[src/rtl/rr_grant_arbiter.sv]
// Round-robin request/grant arbiter with registered one-hot grant and
// optional hold-time pre-emption of a persistent owner.
module rr_grant_arbiter #(
    parameter int unsigned N        = 2,
    parameter int unsigned MAX_HOLD = 4
) (
    input  logic                 clk,
    input  logic                 rst,
    input  logic [N-1:0]         request,
    output logic [N-1:0]         grant,
    output logic [$clog2(N)-1:0] grant_id,
    output logic                 grant_valid
);

    localparam int unsigned IDW     = $clog2(N);
    localparam int unsigned HW_RAW  = $clog2(MAX_HOLD + 1);
    localparam int unsigned HW      = (HW_RAW < 1) ? 1 : HW_RAW;
    localparam logic [HW-1:0] HOLD_MAX = (MAX_HOLD == 0) ? {HW{1'b1}} : HW'(MAX_HOLD);
    localparam logic [N-1:0]  ONE      = N'(1);

    typedef enum logic {IDLE, GRANT} state_t;

    state_t           state;
    logic [HW-1:0]    hold_cnt;
    logic [IDW-1:0]   last;

    logic             idle_found;
    logic [IDW-1:0]   idle_pick;
    logic             pre_found;
    logic [IDW-1:0]   pre_pick;

    // Index k positions after base, wrapping modulo N.
    function automatic logic [IDW-1:0] rr_idx(input logic [IDW-1:0] base, input int unsigned k);
        int unsigned s;
        s = 32'(base) + k;
        return IDW'(s % N);
    endfunction

    // Scan descending so the nearest requester after the base wins.
    always_comb begin
        idle_found = 1'b0;
        idle_pick  = '0;
        pre_found  = 1'b0;
        pre_pick   = '0;
        for (int unsigned k = N; k >= 1; k--) begin
            if (request[rr_idx(last, k)]) begin
                idle_found = 1'b1;
                idle_pick  = rr_idx(last, k);
            end
        end
        for (int unsigned k = N - 1; k >= 1; k--) begin
            if (request[rr_idx(grant_id, k)]) begin
                pre_found = 1'b1;
                pre_pick  = rr_idx(grant_id, k);
            end
        end
    end

    always_ff @(posedge clk or posedge rst) begin
        if (rst) begin
            state       <= IDLE;
            grant       <= '0;
            grant_id    <= '0;
            grant_valid <= 1'b0;
            hold_cnt    <= '0;
            last        <= IDW'(N - 1);
        end else begin
            case (state)
                IDLE: begin
                    if (idle_found) begin
                        grant       <= ONE << idle_pick;
                        grant_id    <= idle_pick;
                        grant_valid <= 1'b1;
                        hold_cnt    <= HW'(1);
                        state       <= GRANT;
                    end
                end
                GRANT: begin
                    if (!request[grant_id]) begin
                        grant       <= '0;
                        grant_valid <= 1'b0;
                        last        <= grant_id;
                        hold_cnt    <= '0;
                        state       <= IDLE;
                    end else if ((MAX_HOLD != 0) && (hold_cnt == HOLD_MAX) && pre_found) begin
                        // Hand over without a bubble cycle.
                        grant    <= ONE << pre_pick;
                        grant_id <= pre_pick;
                        last     <= grant_id;
                        hold_cnt <= HW'(1);
                    end else if (hold_cnt != HOLD_MAX) begin
                        hold_cnt <= hold_cnt + 1'b1;
                    end
                end
                default: state <= IDLE;
            endcase
        end
    end

endmodule

[config.mk]
export PLATFORM = sky130hd
export DESIGN_NAME = rr_grant_arbiter
export DESIGN_NICKNAME = d
export VERILOG_FILES = /design/src/rtl/rr_grant_arbiter.sv
export SDC_FILE = /design/constraint.sdc
export NUM_CORES = 1
export LEC_CHECK = 0
export CAP_MARGIN = 20
export CORE_ASPECT_RATIO = 0.6
export CORE_MARGIN = 8
export CORE_UTILIZATION = 25
export DETAILED_ROUTE_END_ITERATION = 7
export PLACE_DENSITY_LB_ADDON = 0.15
export SLEW_MARGIN = 20
export SYNTH_ARGS = -nofsm -noshare
export SYNTH_HDL_FRONTEND = slang
export SYNTH_SLANG_ARGS = --single-unit
[constraint.sdc]
create_clock -name clk -period 3.3 [get_ports clk]
set_clock_uncertainty 0.2 [all_clocks]
set_input_delay 0.495 -clock clk [delete_from_list [all_inputs] [get_ports clk]]
set_output_delay 0.495 -clock clk [all_outputs]
set_load 0.02 [all_outputs]
==> impl_metrics.csv <==
group,metric,value,unit
setup_path,cp_slowest_cell,"clkdlybuf4s50_1",
pwr,swShare,38.2,%
pwr,power.share.clock,25.0,%
sta,maxSlewViolCount,0,
setup_path,cp_top_family,"buffers and inverters",
floorplan,die-area,4140,µm²
final_layout,antenna_cells,0,
final_layout,nFillCells,241,
final_layout,drive_above_1_share,12.0,%
sta,period_share,62.2,%
cts,h-tree-depth,1,
global_route,grt_overflow,0,
sta,max_freq,0.488,GHz
pwr,internal_power,331,µW
global_route,grt_max_degree,13,
placement,dpl.cell_count,101,
detailed_routing,finalWirelength,1310,µm
synth,synth_seq_cells,9,
placement,place_hpwl,981,µm
final_layout,final_cells,105,
setup_path,path_buf_inv,1,
run_status,status,"completed",
sta,finalHoldViolCount,0,
setup_path,critPathMaxStageDelay,0.65,ns
synth,netlist_area,574,µm²
synth,synth_top_area_cell,"dfrtp_1",
synth,async_reset_ff_share,100,%
cts,cts_made_buffers,3,
global_route,grt.total_usage,7.16,%
floorplan,core,2160,µm²
hold_path,hp-class,"in -> async",
detailed_routing,drtIter0Drc,72,
pwr,p_switching,205,µW
cts,clkTransAtPathRegs,0.05,ns
pwr,pwr-share-seq,36.8,%
floorplan,fp.dieW,77.9,µm
pwr,p_leak,0.296,nW
floorplan,pin_count,8,
synth,syn_nets,73,
synth,ys_top_cells_by_count,"dfrtp_1 (8), inv_1 (8), nand2_1 (7), nor2_1 (7), a21oi_1 (5)",
detailed_routing,dr.pass1.iters,3,
final_layout,seq_area,226,µm²
sta,finalSetupViolCount,0,
detailed_routing,drc,0,
floorplan,die_height,53.1,µm
placement,gp_congestion,0.762,
synth,yosys_warnings,0,
synth,syn_avg_cell_area,8.57,µm²
job,cap_violations,0,
pwr,power_density,759,nW/µm²
setup_path,crit_path_end_kind,"output port",
final_layout,multi_input_area,298,µm²
synth,netlist.area_leader.share,34.9,%
synth,synthTopCellsByArea,"dfrtp_1 (35%), inv_1 (5.2%), dfstp_2 (4.6%), nand2_1 (4.6%), nor2_1 (4.6%)",
cts,cts_resized,0,
cts,cts_tree,"yes",
setup_path,worst-setup-path-type,"reg -> out",
cts,clock_latency,0.24,ns
global_route,antenna_found_initial,0,
synth,yosys_most_used_dff,"dfrtp_1",
cts,cts_buffer_depth,2,
final_layout,layout.nets,82,
detailed_routing,antenna_left,0,
sta,slew_headroom,70.0,%
pwr,vdd_drop_max,0.320,mV
synth,synth_cell_types,27,
floorplan,placementRows,13,
synth,synth-seq-area-share,39.4,%
setup_path,crit_arrival,1.36,ns
global_route,grt_pass1_vias,417,
placement,port_buffers,7,
final_layout,syn_to_final_growth,23.1,%
cts,postCtsHoldBufs,0,
detailed_routing,vias,481,
sta,final.min_clock_period,2.05,ns
setup_path,worstPathCellList,"clkdlybuf4s50_1",
synth,synth_edf_count,0,
synth,synthCells,67,
cts,clock-sinks,9,
floorplan,start_util,26.5,%
sta,tns,0,ns
pwr,power_frac_comb,38.2,%
setup_path,crit_required,2.60,ns
setup_path,cp_max_fo,7,
sta,worst_pin_slew,0.449,ns
sta,grt_setup_unrepaired,"no",
cts,root_buffer,"clkbuf_8",
detailed_routing,vias_per_cell,4.58,
global_route,grt_pass1_wl,2170,µm
cts,cts_setup_buffers,0,
detailed_routing,routedWlPerCell,12.5,µm
setup_path,cp-start-kind,"register",
layout make-up:
class | count | area share [%]
Sequential cell | 9 | 32.0
Inverter | 8 | 4.25
Tap cell | 30 | 5.31
Timing Repair Buffer | 7 | 9.91
Multi-Input combinational cell | 47 | 42.1
Clock buffer | 4 | 6.37
metrics by stage:
stage | utilization [%] | power [mW] | hold slack, ns | cell area (µm²) | setup slack [ns]
2_1_floorplan | - | 0.331 | 0.122 | 574 | 1.73
3_3_place_gp | 30.6 | 0.410 | 0.321 | 662 | 1.04
3_5_place_dp | 30.6 | 0.404 | 0.323 | 662 | 1.06
4_1_cts | 32.7 | 0.542 | 0.332 | 707 | 1.23
5_1_grt | 32.7 | 0.575 | 0.363 | 707 | 1.17
6_report | 32.7 | 0.536 | 0.321 | 707 | 1.25
per-layer routing:
layer	up-vias	wire (µm)	track usage [%]
li1	248	-	-
met1	221	796	10.9
met2	8	422	6.90
met3	4	67	3.72
met4	0	22	3.73
met5	-	0	0
flip-flops by register name (all words and copies together) (netlist names):
name	flops
hold_cnt	3
grant	2
grant_id	1
grant_valid	1
last	1
state	1
power by group through the flow:
stage | sequential, mW | clock [mW] | combinational [mW]
final | 0.197 | 0.134 | 0.205
after global routing | 0.204 | 0.141 | 0.230
after CTS | 0.197 | 0.137 | 0.208
after detailed placement | 0.199 | 0 | 0.205
after global placement | 0.201 | 0 | 0.208
after floorplan | 0.205 | 0 | 0.126
final timing paths:
kind / start / end / slack, ns / depth (start not counted)
max: grant_id$_DFFE_PP0P_ / grant_id / 1.25 / 1
min: rst / grant_id$_DFFE_PP0P_ / 0.32 / 2
max reg2reg: hold_cnt[0]$_DFFE_PP0P_ / grant[1]$_DFFE_PP0P_ / 1.54 / 6
min reg2reg: grant[0]$_DFFE_PP0P_ / grant[0]$_DFFE_PP0P_ / 0.33 / 2
max in group asynchronous: rst / last$_DFFE_PP1P_ / 2.27 / 2
min in group clk: grant[0]$_DFFE_PP0P_ / grant[0]$_DFFE_PP0P_ / 0.33 / 2
logic make-up (layout without fill, tap and decap cells):
kind of cell	Yosys count	in the layout	share of synthesized area, %
AND/OR/NAND/NOR	25	25	20.9
AO/OA/AOI/OAI	17	17	21.1
buffers and inverters	11	19	8.71
flip-flops	9	9	39.4
multiplexers	3	3	5.45
adder cells (fa/ha/maj)	2	2	4.36
cells in the final DEF (no fill, tap or decap), drive strengths merged, types with 2 or more instances in the layout:
cell type,synthesis,routed
inv,8,8
dfrtp,8,8
nand2,7,7
nor2,7,7
clkdlybuf4s50,0,7
a21oi,5,5
o21ai,5,5
clkbuf,0,4
nor3,3,3
nand3,3,3
mux2i,2,2
ha,2,2
o22ai,2,2
(Power assumes the default switching activity.)
